<file path="config.mk">
export PLATFORM = sky130hd
export DESIGN_NAME = imem_loader
export DESIGN_NICKNAME = d
export VERILOG_FILES = /design/src/rtl/imem_loader.sv
export SDC_FILE = /design/constraint.sdc
export NUM_CORES = 2
export LEC_CHECK = 0
export BUFFER_PORTS_ARGS = -buffer_cell sky130_fd_sc_hd__buf_4
export CAP_MARGIN = 30
export CORE_ASPECT_RATIO = 0.6
export CORE_MARGIN = 2
export CORE_UTILIZATION = 30
export CTS_CLUSTER_DIAMETER = 150
export DETAILED_ROUTE_END_ITERATION = 8
export MAX_ROUTING_LAYER = met4
export PLACE_DENSITY_LB_ADDON = 0.05
export SLEW_MARGIN = 20
export SYNTH_ARGS = -nofsm -noshare
export SYNTH_HDL_FRONTEND = slang
export SYNTH_SLANG_ARGS = --single-unit
</file>
<file path="constraint.sdc">
create_clock -name clk -period 3.9 [get_ports clk]
set_input_delay 0.585 -clock clk [delete_from_list [all_inputs] [get_ports clk]]
set_output_delay 0.585 -clock clk [all_outputs]
set_load 0.1 [all_outputs]
</file>
<file path="src/rtl/imem_loader.sv">
// Instruction-memory loader: receives header N plus N words over valid/ready, writes RAM from
// address 0, serves combinational fetches once loaded. Optional checksum word: IMEM_CHECKSUM_EN.
module imem_loader #(
    parameter int ADDR_W = 8,
    parameter int DATA_W = 16,
    parameter int DEPTH  = 256
) (
    input  logic              clk,
    input  logic              Clear,
    input  logic              start,
    input  logic              in_valid,
    input  logic [DATA_W-1:0] in_data,
    output logic              in_ready,
    input  logic [15:0]       PC,
    output logic [DATA_W-1:0] Instr,
    output logic              cpu_hold,
    output logic              done,
    output logic              err,
    output logic [ADDR_W:0]   count
);
    typedef enum logic [2:0] {
        S_IDLE,
        S_HDR,
        S_LOAD,
        S_DONE,
        S_ERR
`ifdef IMEM_CHECKSUM_EN
        , S_CHK
`endif
    } state_t;

    state_t              state_q, state_d;
    logic [DATA_W-1:0]   n_q, n_d;
    logic [ADDR_W:0]     count_q, count_d;
    logic                done_q, done_d;
    logic                err_q, err_d;
    logic                hold_q, hold_d;
    logic                wr_en;
    logic                finish;
    logic                xfer;
`ifdef IMEM_CHECKSUM_EN
    logic [DATA_W-1:0]   acc_q, acc_d;
`endif

    logic [DATA_W-1:0]   mem [0:(2**ADDR_W)-1];

`ifdef IMEM_CHECKSUM_EN
    assign in_ready = (state_q == S_HDR) || (state_q == S_LOAD) || (state_q == S_CHK);
`else
    assign in_ready = (state_q == S_HDR) || (state_q == S_LOAD);
`endif
    assign xfer = in_valid && in_ready;

    always_comb begin
        state_d = state_q;
        n_d     = n_q;
        count_d = count_q;
        done_d  = done_q;
        err_d   = err_q;
        hold_d  = hold_q;
        wr_en   = 1'b0;
        finish  = 1'b0;
`ifdef IMEM_CHECKSUM_EN
        acc_d   = acc_q;
`endif
        case (state_q)
            S_IDLE: begin
                if (start) begin
                    state_d = S_HDR;
                    count_d = '0;
                end
            end
            S_HDR: begin
                if (xfer) begin
                    n_d = in_data;
`ifdef IMEM_CHECKSUM_EN
                    acc_d = in_data;
`endif
                    if (32'(in_data) > 32'(DEPTH)) begin
                        state_d = S_ERR;
                        err_d   = 1'b1;
                    end else if (in_data == '0) begin
                        finish = 1'b1;
                    end else begin
                        state_d = S_LOAD;
                    end
                end
            end
            S_LOAD: begin
                if (xfer) begin
                    wr_en   = 1'b1;
                    count_d = count_q + (ADDR_W+1)'(1);
`ifdef IMEM_CHECKSUM_EN
                    acc_d   = acc_q + in_data;
`endif
                    // Last word of the image: count before increment equals N-1
                    if (32'(count_q) + 32'd1 == 32'(n_q))
                        finish = 1'b1;
                end
            end
`ifdef IMEM_CHECKSUM_EN
            S_CHK: begin
                if (xfer) begin
                    if (in_data == acc_q) begin
                        state_d = S_DONE;
                        done_d  = 1'b1;
                        hold_d  = 1'b0;
                    end else begin
                        state_d = S_ERR;
                        err_d   = 1'b1;
                    end
                end
            end
`endif
            S_DONE, S_ERR: begin
                if (start) begin
                    state_d = S_HDR;
                    count_d = '0;
                    done_d  = 1'b0;
                    err_d   = 1'b0;
                    hold_d  = 1'b1;
`ifdef IMEM_CHECKSUM_EN
                    acc_d   = '0;
`endif
                end
            end
            default: state_d = S_IDLE;
        endcase

        if (finish) begin
`ifdef IMEM_CHECKSUM_EN
            state_d = S_CHK;
`else
            state_d = S_DONE;
            done_d  = 1'b1;
            hold_d  = 1'b0;
`endif
        end
    end

    always_ff @(posedge clk) begin
        if (!Clear) begin
            state_q <= S_IDLE;
            n_q     <= '0;
            count_q <= '0;
            done_q  <= 1'b0;
            err_q   <= 1'b0;
            hold_q  <= 1'b1;
`ifdef IMEM_CHECKSUM_EN
            acc_q   <= '0;
`endif
        end else begin
            state_q <= state_d;
            n_q     <= n_d;
            count_q <= count_d;
            done_q  <= done_d;
            err_q   <= err_d;
            hold_q  <= hold_d;
`ifdef IMEM_CHECKSUM_EN
            acc_q   <= acc_d;
`endif
        end
    end

    // RAM is deliberately not reset; the image overwrites it on each load
    always_ff @(posedge clk) begin
        if (wr_en && Clear)
            mem[count_q[ADDR_W-1:0]] <= in_data;
    end

    assign Instr    = ((state_q == S_DONE) && (32'(PC) < 32'(n_q))) ? mem[PC[ADDR_W-1:0]] : '0;
    assign cpu_hold = hold_q;
    assign done     = done_q;
    assign err      = err_q;
    assign count    = count_q;
endmodule

</file>
==> Word-level counts from Yosys, hierarchy flattened <==
Memory sizes are Yosys's and may differ from the RTL's.
Cells that the tools add are included.
{ "word_totals": {"wordCells": 77, "input_bits": 36, "ff_bits": 31, "output_inout_bits": 29, "memories": 1, "ram_bits": 4096} }
{ "memory_table": {"columns": ["memory", "words", "width", "read_ports", "rd_clocked_by_memory_dff", "write_ports", "line", "source"], "rows": [
  ["mem", 256, 16, 1, 0, 1, "45", "logic [DATA_W-1:0] mem [0:(2**ADDR_W)-1];"]
]} }
{ "op_classes": {"n_addsub": 2, "n_lt_le_gt_ge": 2, "muxes": 29, "bitwise_logic": 2, "eq_ne": 15, "reduce_logical": 19} }
{ "op_table": {"columns": ["cell", "n"], "rows": [
  ["9-bit 2-to-1 mux", 2],
  ["9-bit case mux with 2 select lines", 1],
  ["1-bit 2-to-1 mux", 17],
  ["10-bit by 16-bit equality test with 1-bit output", 1],
  ["16-bit by 9-bit > comparator with 1-bit output (second input constant)", 1],
  ["16-bit zero test", 1],
  ["16-bit < comparator", 1],
  ["16-bit 2-to-1 mux", 1],
  ["3-bit 2-to-1 mux", 4],
  ["4-bit AND reduction", 3],
  ["9-bit by 1-bit adder with 10-bit output (second input constant)", 1],
  ["9-bit by 1-bit adder with 9-bit output (second input constant)", 1],
  ["3-bit case mux with 3 select lines", 1],
  ["2-bit != test (second input constant)", 4],
  ["2-bit nonzero test", 4],
  ["3-bit by 2-bit equality test with 1-bit output (second input constant)", 2],
  ["3-bit != test (second input constant)", 2],
  ["2-bit by 1-bit != test with 1-bit output (second input constant)", 2],
  ["4-bit != test (second input constant)", 1],
  ["1-bit case mux with 2 select lines", 2],
  ["2-bit AND reduction", 2],
  ["2-bit OR reduction", 2],
  ["3-bit by 1-bit equality test with 1-bit output (second input constant)", 1],
  ["3-bit equality test (second input constant)", 1],
  ["8 further kinds", 11]
]} }

==> Depth between registers and ports, before layout <==
{ "logic_depth": {"word_depth": 8, "mapped_depth": 13, "ltp_nobuf": 9} }

==> Worst setup path before layout <==
No wires, ideal clock.
{ "synth_timing": {"path_kind": "in2out", "from": "in PC[0]", "to": "out Instr[3]", "t_required_ns": 3.315, "slack_ns": -1.935, "stages": 12, "arrival_ns": 5.250, "n_path_buf": 6, "cell_sequence": "buf_6 -> buf_12 -> buf_12 -> buf_12 -> buf_8 -> buf_8 -> mux2i_1 -> a221oi_2 -> o21ai_1 -> a21oi_1 -> nor2_1 -> o41ai_1"} }
{ "synth_between": {"elab_chain_len": 3, "word_cells_on_any_way": 4, "classes_between": "1 x order compare; 1 x mux; 1 x reduce/logical; 1 x memory"} }
{ "synth_rtl": {"columns": ["element", "line", "source"], "rows": [
  ["start, declared", "14", "input logic [15:0] PC,"],
  ["parallel branches: the longest is 2 deep, another holds memory read 256 x 16 bit", null, null],
  ["16-bit 2-to-1 mux (*)", "171", "assign Instr = ((state_q == S_DONE) && (32'(PC) < 32'(n_q))) ? mem[PC[ADDR_W-1:0]] : '0;"],
  ["end, declared", "15", "output logic [DATA_W-1:0] Instr,"]
]} }
Mark *: on every way between the ends.

==> Worst setup path after layout <==
{ "layout_timing": {"from": "in PC[2]", "to": "out Instr[0]"} }
Same word-level chain as after synthesis.

==> flow_summary.json <==
{
  "setup_violations": 16,
  "tightest_slew_ns": 1.21,
  "mappedNetlistNets": 8094,
  "clockRootBuffer": "clkbuf_16",
  "worst_setup_path_end_kind": "output port",
  "path_depth": 16,
  "clkPwrFrac_pct": 41.5,
  "crit_required_ns": 3.31,
  "gr-total-overflow": 0,
  "drc": 0,
  "reg2reg_slack_ns": 0.52,
  "syn_area_per_cell_sq_um": 20.1,
  "first_pass_iters": 6,
  "dpl_worst_slack_ns": -1.50,
  "synth_edf_count": 4096,
  "reg2reg_depth": 10,
  "layoutNonFillerInstCount": 17100,
  "vdd_drop_max_uv": 410,
  "chipWidth_microns": 952,
  "p_leak_nw": 65.7,
  "yosysWarnings": 0,
  "violations": "negative setup slack",
  "criticalPathCategory": "input pin to output port",
  "gp_congestion": 0.852,
  "ys_ff_latch": 4127,
  "cts-buffers-inserted": 411,
  "rsz0062_at_grt": "true",
  "slowest_stage": "o211ai_1",
  "post-place-cells": 16200,
  "layout.nets": 9627,
  "power_mw": 97.0,
  "swShare_pct": 24.0,
  "path_cells": "buf_8 -> and2_4 -> buf_12 -> buf_12 -> buf_4 -> a221oi_2 -> buf_4 -> o21ai_1 -> buf_4 -> a21oi_1 -> buf_4 -> o22a_2 -> o2111ai_1 -> o211ai_1 -> buf_4 -> buf_12",
  "reg2reg_to": "mem[62][8]",
  "areaGrowthSynthToFinish_pct": 23.4,
  "max-slew-margin-rel_pct": 19.4,
  "layout_commonest_cell": "edfxtp_1",
  "num_vias": 91800,
  "num_rows": 208,
  "clk_pin_slew_ns": 0.06,
  "power_frac_seq_pct": 50.3,
  "fmax_mhz": 222,
  "clockBufferDepth": 4,
  "wl_mm": 649,
  "rr_startpoint": "state_q[2]",
  "worst-path-buf-inv": 9,
  "intPower_mw": 73.8,
  "yosysSeqAreaShare_pct": 76.4,
  "power_density_mw_per_mm2": 486,
  "die_h_microns": 573,
  "antenna_left": 0,
  "hold_path.startpoint": "in_data[11]",
  "core_sq_mm": 0.536,
  "drtIter0Drc": 12200,
  "status": "finished, violations left",
  "layout_common_cells": "edfxtp_1, buf_4, mux2i_1",
  "track_usage_pct": 23.9,
  "power.share.combinational_pct": 8.2,
  "finalSetupTns_ns": -7.09,
  "antenna_found_initial": 77,
  "final-hold-violation-count": 0,
  "finalCriticalPeriod_ns": 4.51,
  "vias_per_cell": 5.38,
  "switching_power_mw": 23.2,
  "grt_pass1_wl_mm": 855,
  "period_share_pct": 116,
  "dieArea_sq_mm": 0.545,
  "synth_flop_cell": "edfxtp_1",
  "initial_core_util_pct": 30.2,
  "io_buffers": 64,
  "synthDistinctLibCells": 80,
  "htree_levels": 5,
  "critPathTopFamily": "buffers and inverters",
  "ys_async_sr_fraction_pct": 0,
  "whs_ns": 0.148,
  "maxCapViolCount": 0,
  "crit_path_start_kind": "input pin",
  "clock-sinks": 4127,
  "wl_per_cell_microns": 38.0,
  "hp-class": "input pin to register",
  "finClkSkew_ns": 0.0677,
  "synth_area_sq_mm": 0.162,
  "path_max_fanout": 21,
  "layout_setup_ws_ns": -0.612,
  "max_stage_delay_ns": 0.37,
  "startpoint": "PC[2]",
  "cp.arrival_ns": 3.93,
  "first_global_vias": 88200,
  "grt_max_degree": 143,
  "worst_path_most_repeated_cell": "buf_4",
  "detailed_place_hpwl_mm": 436,
  "clock_latency_ns": 1.03,
  "ios": 65,
  "endpoint": "Instr[0]",
  "drive_gt1_share_pct": 33.6,
  "syn-instance-count": 8039,
  "drv_slew": 0,
  "cts_tree": "yes"
}
==> synth_stat cells (15+ instances only) <==
cell      number  area (sq um)
dfxtp_1       31           621
nor3_1       105           526
ha_1          19           238
buf_8         35           526
inv_1         27           101
mux2i_1      842          8430
a211oi_1      74           556
nor4_1        17           106
edfxtp_1    4096        123000
a221o_1      119          1190
a31oi_1       18           113
a22oi_1       86           646
nand2b_1      28           175
buf_4         26           195
o211ai_1      15           113
buf_1         25          93.8
o21ai_0      210          1050
buf_2         95           475
a221oi_1     260          2280
clkbuf_1     198           743
nand2_1      144           541
nand3_1       55           275
nor2_1       336          1260
mux2_2        26           293
buf_6        105          1180
a21oi_1      139           696
mux4_2       606         13600
o31ai_1       43           323
nand4_1       15          93.8
o22ai_1       22           138
==> sequential cells by signal, indices dropped and copies added (netlist names) <==
register  cells
cpu_hold      1
err           1
count         9
n_q          16
mem        4096
done          1
state_q       3
==> kinds of logic (layout without fill, tap and decap cells) <==
logic type / Yosys count / in the layout / share of synthesized area, %
AO/OA/AOI/OAI: 1099 / 1099 / 5.01
XOR/XNOR: 16 / 16 / 0.0866
adder cells (fa/ha/maj): 19 / 19 / 0.147
buffers and inverters: 532 / 2413 / 2.22
flip-flops: 4127 / 4127 / 76.4
multiplexers: 1486 / 1486 / 14.0
other: 0 / 14 / 0
AND/OR/NAND/NOR: 760 / 760 / 2.10
==> cell type report <==
type,instances,area [sq um]
Timing Repair Buffer,1622,16800
Fill cell,49300,336000
Clock inverter,262,2510
Clock buffer,499,10800
Sequential cell,4127,124000
Tap cell,7140,8930
Multi-Input combinational cell,3380,36800
Antenna cell,14,35.0
Inverter,30,133
==> stage by stage <==
stage | instance area, sq um | utilization, %
finish | 200000 | 37.2
global route | 200000 | 37.2
CTS | 199000 | 37.0
detailed placement | 184000 | 34.2
global placement | 183000 | 34.2
floorplan | 162000 | -
==> power by group through the flow <==
stage | combinational [mW] | clock (mW) | sequential (mW)
after floorplan | 2.87 | 0 | 49.9
after global placement | 7.50 | 0 | 49.8
after detailed placement | 7.54 | 0 | 49.8
after CTS | 7.82 | 41.1 | 48.8
after global routing | 8.22 | 42.8 | 48.8
final | 7.96 | 40.2 | 48.9
==> metal layers <==
| metal | vias to the layer above | GRT usage [%] | routed length [microns] |
|---|---|---|---|
| li1 | 36800 | - | - |
| met1 | 50900 | 38.7 | 330000 |
| met2 | 3547 | 31.5 | 260000 |
| met3 | 564 | 4.05 | 49600 |
| met4 | 0 | 3.15 | 9430 |
| met5 | - | - | 0 |
==> worst min path at each step <==
stage,endpoint,slack (ns),cells after the start
floorplan,n_q[10],0.44,2
global placement,err,0.43,2
detailed placement,err,0.44,2
CTS,mem[23][11],0.05,2
global route,mem[130][15],0.09,1
finish,mem[23][11],0.15,2
==> what timing repair did <==
action	in CTS	in global routing
hold buffers	15	0
gates cloned	7	3
hold endpoints to repair	109	0
setup endpoints to repair	16	16
resized for setup	287	126
setup buffers	16	56
pin swaps	72	47
No activity file was read; power rests on OpenSTA's default activity.
